<file path="config.mk">
export PLATFORM = sky130hd
export DESIGN_NAME = y_pc_seq
export DESIGN_NICKNAME = d
export VERILOG_FILES = /design/src/rtl/y_pkg.sv /design/src/rtl/y_ctrl_dec.sv /design/src/rtl/y_pc_seq.sv
export SDC_FILE = /design/constraint.sdc
export NUM_CORES = 1
export LEC_CHECK = 0
export CAP_MARGIN = 25
export CORE_MARGIN = 10
export CORE_UTILIZATION = 50
export CTS_BUF_LIST = sky130_fd_sc_hd__clkbuf_4
export CTS_CLUSTER_DIAMETER = 50
export CTS_CLUSTER_SIZE = 30
export DETAILED_ROUTE_END_ITERATION = 7
export PLACE_DENSITY = 0.82
export SLEW_MARGIN = 20
export SYNTH_ARGS = -nofsm -noshare
export SYNTH_HDL_FRONTEND = slang
export SYNTH_SLANG_ARGS = --single-unit
</file>
<file path="constraint.sdc">
create_clock -name clk -period 8.4 [get_ports clk]
set_clock_uncertainty 0.2 [all_clocks]
set_input_delay 2.52 -clock clk [delete_from_list [all_inputs] [get_ports clk]]
set_output_delay 2.52 -clock clk [all_outputs]
set_load 0.02 [all_outputs]
</file>
<file path="src/rtl/y_pkg.sv">
// Shared opcode/ALU constants, FSM state and decoded-control bundle for y_pc_seq.
package y_pkg;

    localparam logic [6:0] OP_R    = 7'h33;
    localparam logic [6:0] OP_LD   = 7'h03;
    localparam logic [6:0] OP_ADDI = 7'h13;
    localparam logic [6:0] OP_ST   = 7'h23;
    localparam logic [6:0] OP_BR   = 7'h63;
    localparam logic [6:0] OP_JAL  = 7'h6F;

    localparam logic [2:0] ALU_AND = 3'b001;
    localparam logic [2:0] ALU_ADD = 3'b010;
    localparam logic [2:0] ALU_SUB = 3'b110;

    typedef enum logic [2:0] {
        S_IDLE,
        S_FETCH,
        S_EXEC,
        S_COMMIT,
        S_HALT
    } state_t;

    typedef struct packed {
        logic       reg_write;
        logic       alu_src;
        logic       mem_read;
        logic       mem_write;
        logic       mem2reg;
        logic [2:0] op;
        logic       is_br;
        logic       is_jal;
        logic       known;
    } ctrl_t;

endpackage

</file>
<file path="src/rtl/y_ctrl_dec.sv">
// Combinational opcode/funct3 to datapath-control decoder.
module y_ctrl_dec
    import y_pkg::*;
(
    input  logic [6:0] opcode_i,
    input  logic [2:0] funct3_i,
    output ctrl_t      ctrl_o
);

    always_comb begin
        ctrl_o       = '0;
        ctrl_o.op    = ALU_ADD;
        ctrl_o.known = 1'b1;
        case (opcode_i)
            OP_R: begin
                ctrl_o.reg_write = 1'b1;
                ctrl_o.op        = (funct3_i == 3'b110) ? ALU_AND : ALU_ADD;
            end
            OP_LD: begin
                ctrl_o.reg_write = 1'b1;
                ctrl_o.alu_src   = 1'b1;
                ctrl_o.mem_read  = 1'b1;
                ctrl_o.mem2reg   = 1'b1;
            end
            OP_ADDI: begin
                ctrl_o.reg_write = 1'b1;
                ctrl_o.alu_src   = 1'b1;
            end
            OP_ST: begin
                ctrl_o.mem_write = 1'b1;
                ctrl_o.alu_src   = 1'b1;
            end
            OP_BR: begin
                ctrl_o.op    = ALU_SUB;
                ctrl_o.is_br = 1'b1;
            end
            OP_JAL: begin
                ctrl_o.reg_write = 1'b1;
                ctrl_o.alu_src   = 1'b1;
                ctrl_o.is_jal    = 1'b1;
            end
            default: ctrl_o.known = 1'b0;
        endcase
    end

endmodule

</file>
<file path="src/rtl/y_pc_seq.sv">
// PC register and 3-cycle FETCH/EXEC/COMMIT control sequencer.
// Y_PC_SEQ_ILLEGAL_TRAP_EN: unknown opcode in COMMIT sets illegal and halts without advancing.
module y_pc_seq
    import y_pkg::*;
#(
    parameter logic [31:0] ENTRY_PC = 32'h0000_0028,
    parameter int          MAX_INS  = 43
) (
    input  logic        clk,
    input  logic        rst_n,
    input  logic        start,
    input  logic [31:0] ins,
    input  logic [31:0] imm,
    input  logic [31:0] jtarget,
    input  logic        zero,
    output logic [31:0] pc,
    output logic        reg_write,
    output logic        alu_src,
    output logic        mem_read,
    output logic        mem_write,
    output logic        mem2reg,
    output logic [2:0]  op,
    output logic        busy,
    output logic        halted,
    output logic        illegal,
    output logic [15:0] ins_count
);

    localparam logic [15:0] MAX_CNT = 16'(MAX_INS);

    state_t      state_q, state_d;
    logic [31:0] pc_q, pc_d, npc;
    logic [9:0]  ins_q, ins_d;   // only {funct3, opcode} are needed downstream
    logic [15:0] cnt_q, cnt_d;
    logic        run_ok_q;
    ctrl_t       dec;

    logic unused_ok;
    assign unused_ok = ^{ins[31:15], ins[11:7], imm[31], jtarget[31:30]};

    y_ctrl_dec u_dec (
        .opcode_i (ins_q[6:0]),
        .funct3_i (ins_q[9:7]),
        .ctrl_o   (dec)
    );

    always_comb begin
        if (dec.is_br && zero)
            npc = pc_q + {imm[30:0], 1'b0};
        else if (dec.is_jal)
            npc = pc_q + {jtarget[29:0], 2'b00};
        else
            npc = pc_q + 32'd4;
    end

`ifdef Y_PC_SEQ_ILLEGAL_TRAP_EN
    logic illegal_q, illegal_d;
`endif

    always_comb begin
        state_d = state_q;
        pc_d    = pc_q;
        ins_d   = ins_q;
        cnt_d   = cnt_q;
`ifdef Y_PC_SEQ_ILLEGAL_TRAP_EN
        illegal_d = illegal_q;
`endif
        case (state_q)
            S_IDLE, S_HALT: begin
                // run_ok_q blocks a start coinciding with reset release
                if (start && run_ok_q) begin
                    pc_d    = ENTRY_PC;
                    cnt_d   = '0;
                    state_d = S_FETCH;
`ifdef Y_PC_SEQ_ILLEGAL_TRAP_EN
                    illegal_d = 1'b0;
`endif
                end
            end
            S_FETCH: begin
                ins_d   = {ins[14:12], ins[6:0]};
                state_d = S_EXEC;
            end
            S_EXEC: state_d = S_COMMIT;
            S_COMMIT: begin
`ifdef Y_PC_SEQ_ILLEGAL_TRAP_EN
                if (!dec.known) begin
                    illegal_d = 1'b1;
                    state_d   = S_HALT;
                end else
`endif
                begin
                    pc_d    = npc;
                    cnt_d   = cnt_q + 16'd1;
                    state_d = (cnt_d == MAX_CNT) ? S_HALT : S_FETCH;
                end
            end
            default: state_d = S_IDLE;
        endcase
    end

    always_ff @(posedge clk or negedge rst_n) begin
        if (!rst_n) begin
            state_q  <= S_IDLE;
            pc_q     <= '0;
            ins_q    <= '0;
            cnt_q    <= '0;
            run_ok_q <= 1'b0;
        end else begin
            state_q  <= state_d;
            pc_q     <= pc_d;
            ins_q    <= ins_d;
            cnt_q    <= cnt_d;
            run_ok_q <= 1'b1;
        end
    end

`ifdef Y_PC_SEQ_ILLEGAL_TRAP_EN
    always_ff @(posedge clk or negedge rst_n) begin
        if (!rst_n) illegal_q <= 1'b0;
        else        illegal_q <= illegal_d;
    end
    assign illegal = illegal_q;
`else
    assign illegal = 1'b0;
`endif

    // Controls are a pure function of state so reset clears them without a clock.
    always_comb begin
        reg_write = 1'b0;
        alu_src   = 1'b0;
        mem_read  = 1'b0;
        mem_write = 1'b0;
        mem2reg   = 1'b0;
        op        = ALU_ADD;
        if (state_q == S_EXEC || state_q == S_COMMIT) begin
            alu_src  = dec.alu_src;
            mem_read = dec.mem_read;
            mem2reg  = dec.mem2reg;
            op       = dec.op;
            if (state_q == S_COMMIT) begin
                reg_write = dec.reg_write;
                mem_write = dec.mem_write;
            end
        end
    end

    assign pc        = pc_q;
    assign ins_count = cnt_q;
    assign busy      = (state_q == S_FETCH) || (state_q == S_EXEC) || (state_q == S_COMMIT);
    assign halted    = (state_q == S_HALT);

endmodule

</file>
==> results.md <==
- Of the total power, the clock network draws 0.147.
- Setup violations remaining at the end of the flow were counted as 0.
- The total half-perimeter wirelength after legalization and detailed placement is approximately 14,000 µm.
- The number of flops mapped to enable cells by yosys is 0.
- Synthesis handed over a netlist of around 760 instances.
- The top layer reached by signal wires is met4.
- Setup repair after global routing left no endpoint under its margin.
- The adder and majority gate portion of the synthesized area is 0.130.
- The simple-gate portion of the synthesized area is 0.191.
- The die span in x is around 130 µm.
- The diode insertion count for antenna repair is 0.
- The pin count of the biggest net entering global routing is between 60 and 70.
- The complex-gate fraction of the synthesized area is 0.279.
- The first detailed-routing pass took 5 iterations.
- The critical path data required time is about 8500 ps.
- Dividing the final minimum period by the clock period gives 0.658.
- Clock latency on the worst-skew pair, taken at its later pin, is roughly 430 ps.
- The DRC violation total after the first TritonRoute iteration is between 300 and 400.
- The tightest hold margin is 317 ps.
- Averaged over all synthesized cells, the footprint is about 8 µm².
- The register bit total from synthesis is just over 60.
- The transition time at the pin with the least slew margin is 961 ps.
- The synthesized-area fraction occupied by xor and xnor cells is 0.0850.
- The mux cell area share after synthesis is 0.0265.
- For this run, the number of Yosys warnings is 0.
- Of the total power, the share spent switching nets is 0.458.
- The floorplan step defined a core boundary enclosing between 10,000 and 15,000 µm².
- The cell class contributing the biggest share of worst-path delay is compound AO/OA/AOI/OAI gates.
- TritonCTS built the clock tree.
- The share of layout cells above drive strength 1 is 0.0533.
- The number of global-route vias before repair came to between 6,000 and 7,000.
- The number of setup buffers added after CTS is 0.
- The area added between synthesis and finish is 25.2%.
- Of the total power, combinational logic draws 0.574.
- The final weighted congestion in routability-driven placement is about 0.93.
- The run finished with clean final reports.
- The y dimension of the die is about 130 µm.
- The worst setup path is launched from an input pin.
- The post-cts sizing count is 0.
- Dividing total power by cell area gives a power density of approximately 210 nW/µm².
- For this block, the via count after detailed routing is 6,157.
- The number of endpoints with negative hold slack in the final report is 0.
- In the final routed layout, each cell accounts on average for around 17 µm.
- The signal on the critical path passes through clkdlybuf4s50_1 > nand2b_1 > ha_1 > fa_1 > a21o_1 > a21oi_1 > o21ai_1 > and4b_1 > o31ai_1 > nand4_1 > a41oi_1 > xor2_1 > o221ai_1.
- The clock transition at the register clock pins on the worst setup and hold paths after CTS is roughly 100 ps.
- On the worst path, the slowest cell contributes a delay of about 420 ps.
- Setup slack closes at 2880 ps.
- The wire length on met1 is between 8000 and 9000 µm.
- The final non-filler cell area is a little under 8000 µm².
- For this run, the top clock speed supported by timing is roughly 180 MHz.
- Summed over all layers, the global routing overflow is 0.
- The standard cell with the maximum stage delay on the critical path is sky130_fd_sc_hd__fa_1.
- The initial cell density of the core is 0.513.
- The mapped cell area is 6190 µm².
- The number of buffers created by CTS is 9.
- The path class of the tightest hold or removal check is reg -> reg.
- STA classifies the critical path endpoint as a flip-flop.
- The final routed wirelength across all metal layers is 18,200 µm.
- The final-report max-slew violation count is 0.
- The tool flagged a number of max-cap violations equal to 0.
- The number of nets in the finished design is approximately 1,000.
- The internal power of the cells is between 800 and 900 µW.
- The number of antenna violations at the first check in global routing is 1.
- In this run, distinct cell masters in the synthesized netlist total between 60 and 70.
- VDD sags by at most between 0.15 and 0.2 mV.
- In this run the core area contains 40 standard-cell rows.
- Of all flip-flops after synthesis, the portion carrying an async set or reset was 1.00.
- Counting I/O delays and the setup requirement, the final critical path takes 5520 ps.
- The buffer cell driving the clock tree root is sky130_fd_sc_hd__clkbuf_4.
- Buffers placed on the I/O ports in this run total between 100 and 150.
- Among all flip-flop cells after synthesis, the most frequent one is sky130_fd_sc_hd__dfrtp_1.
- The proportion of synthesized chip area in sequential cells is 0.247.
- The pre-CTS setup slack is 2520 ps.
- The buffer levels on the longest clock path is 2.
- The remaining antenna violation count is 0.
- The routed via count divided by cell count is slightly below 6.
- The static leakage power is approximately 3.5 nW.
- The die covers 17,200 µm².
- Along the worst path, the maximum fanout reaches 3.
- The met3 wire length is around 1400 µm.
- Summed over all nets, wire length on met2 after detailed routing comes to 8350 µm.
- The count of boundary I/O pins is between 150 and 200.
- The critical path class is in -> reg.
- The worst pin sits at a relative slew slack of 0.357.
- The cts-stage hold buffer count is 0.
- The arrival time at the worst endpoint is approximately 5600 ps.
- The total DRC errors in the routed layout is 0.
- Once placement finished, the instance area stood at 7590 µm².
- Counting both buffers and inverters, the worst setup path holds a total of 1.
- After synthesis, the largest family of logic cells by area is compound AO/OA/AOI/OAI gates.
- The global-route wire length before repair is approximately 30,000 µm.
- The sink count of the clock tree is between 60 and 70.
- Across every metal layer, demand over resource in global routing totals 0.206.
- The total negative setup slack is 0 ps.
- The total net switching power is around 760 µW.
- The sequential cell fraction of total power is 0.279.
- The H-tree was split into 3 levels.
==> placed cells by master, fill, tap and decap left out, types with 4 or more instances in the layout <==
| cell type | netlist | final |
|---|---|---|
| sky130_fd_sc_hd__nand2b_1 | 6 | 6 |
| sky130_fd_sc_hd__buf_4 | 3 | 6 |
| sky130_fd_sc_hd__a21oi_1 | 58 | 58 |
| sky130_fd_sc_hd__mux2i_1 | 4 | 4 |
| sky130_fd_sc_hd__o21bai_1 | 9 | 9 |
| sky130_fd_sc_hd__mux2_2 | 11 | 11 |
| sky130_fd_sc_hd__o21ai_0 | 44 | 44 |
| sky130_fd_sc_hd__and2_1 | 35 | 35 |
| sky130_fd_sc_hd__inv_1 | 23 | 23 |
| sky130_fd_sc_hd__and3_1 | 6 | 6 |
| sky130_fd_sc_hd__nor2b_1 | 6 | 6 |
| sky130_fd_sc_hd__clkdlybuf4s50_1 | 0 | 130 |
| sky130_fd_sc_hd__a31oi_1 | 17 | 17 |
| sky130_fd_sc_hd__a21o_1 | 32 | 32 |
| sky130_fd_sc_hd__o21a_1 | 5 | 5 |
| sky130_fd_sc_hd__nor4_1 | 4 | 4 |
| sky130_fd_sc_hd__nor2_1 | 48 | 48 |
| sky130_fd_sc_hd__a211o_1 | 4 | 4 |
| sky130_fd_sc_hd__o21ai_1 | 31 | 31 |
| sky130_fd_sc_hd__ha_1 | 61 | 61 |
| sky130_fd_sc_hd__a211oi_1 | 7 | 7 |
| sky130_fd_sc_hd__dfrtp_1 | 61 | 61 |
| sky130_fd_sc_hd__a22oi_1 | 11 | 11 |
| sky130_fd_sc_hd__nand2_1 | 71 | 71 |
| sky130_fd_sc_hd__clkbuf_4 | 0 | 11 |
| sky130_fd_sc_hd__xnor2_1 | 36 | 36 |
| sky130_fd_sc_hd__nand4_1 | 15 | 15 |
| sky130_fd_sc_hd__xor2_1 | 24 | 24 |
| sky130_fd_sc_hd__nor3_1 | 15 | 14 |
| sky130_fd_sc_hd__o221ai_1 | 4 | 4 |
| sky130_fd_sc_hd__nand3_1 | 19 | 19 |
==> metrics by stage <==
| step | cells | utilization | total power, mW |
|---|---|---|---|
| after floorplan | 765 | - | 1.09 |
| after global placement | 1033 | 0.629 | 1.38 |
| after detailed placement | 1033 | 0.629 | 1.41 |
| after CTS | 1049 | 0.642 | 1.66 |
| after global routing | 1049 | 0.642 | 1.78 |
| final | 1049 | 0.642 | 1.66 |
==> power by group through the flow <==
stage	clock network, mW	logic, mW	registers, mW
finish	0.244	0.950	0.461
global route	0.258	1.05	0.475
CTS	0.248	0.948	0.461
detailed placement	0	0.941	0.466
global placement	0	0.922	0.463
floorplan	0	0.602	0.491
==> state kept, by name, indices dropped and copies added (netlist names) <==
| register | count |
|---|---|
| run_ok_q | 1 |
| ins_q | 10 |
| pc | 31 |
| ins_count | 16 |
| state_q | 3 |
==> cell type report <==
type                            instances  area, µm²
Multi-Input combinational cell        644       4410
Fill cell                            1054       4320
Sequential cell                        61       1530
Timing Repair Buffer                  137       1350
Tap cell                              168        210
Inverter                               23       86.3
Clock buffer                           11       82.6
Clock inverter                          5       75.1
==> path summary, 6_finish.rpt <==
kind	from	to	slack (ps)	cells past startpoint
worst min-delay path	ins_q[8]$_DFFE_PN0P_	ins_q[8]$_DFFE_PN0P_	320	1
worst max register to register	ins_q[4]$_DFFE_PN0P_	pc[30]$_DFFE_PN0P_	4150	15
worst max-delay path	jtarget[0]	pc[30]$_DFFE_PN0P_	2880	13
worst min register to register	ins_q[8]$_DFFE_PN0P_	ins_q[8]$_DFFE_PN0P_	320	1
max in group asynchronous	rst_n	pc[22]$_DFFE_PN0P_	5410	2
min in group asynchronous	rst_n	pc[28]$_DFFE_PN0P_	2040	2
==> kinds of logic after synthesis <==
kind of cell,Yosys count
AND/OR/NAND/NOR,239
XOR/XNOR,60
other,2
AO/OA/AOI/OAI,264
flip-flops,61
buffers and inverters,60
multiplexers,15
adder cells (fa/ha/maj),63
==> synth_stat cells, drive strengths merged, types with 18 or more instances <==
library cell,instances,share of area
and2,35,0.035
nand2,71,0.043
a21o,32,0.039
a21oi,59,0.048
nand3,19,0.015
xor2,24,0.034
clkbuf,30,0.018
nor2,48,0.029
ha,61,0.12
a31oi,18,0.019
dfrtp,61,0.25
o21ai,76,0.062
xnor2,36,0.051
inv,23,0.014
==> metal layers <==
metal,vias up,track usage
met5,-,0
met4,0,0.0738
met3,20,0.0503
met2,219,0.328
met1,2885,0.264
li1,3033,-
Note: power is estimated with default switching activity, not from simulation.
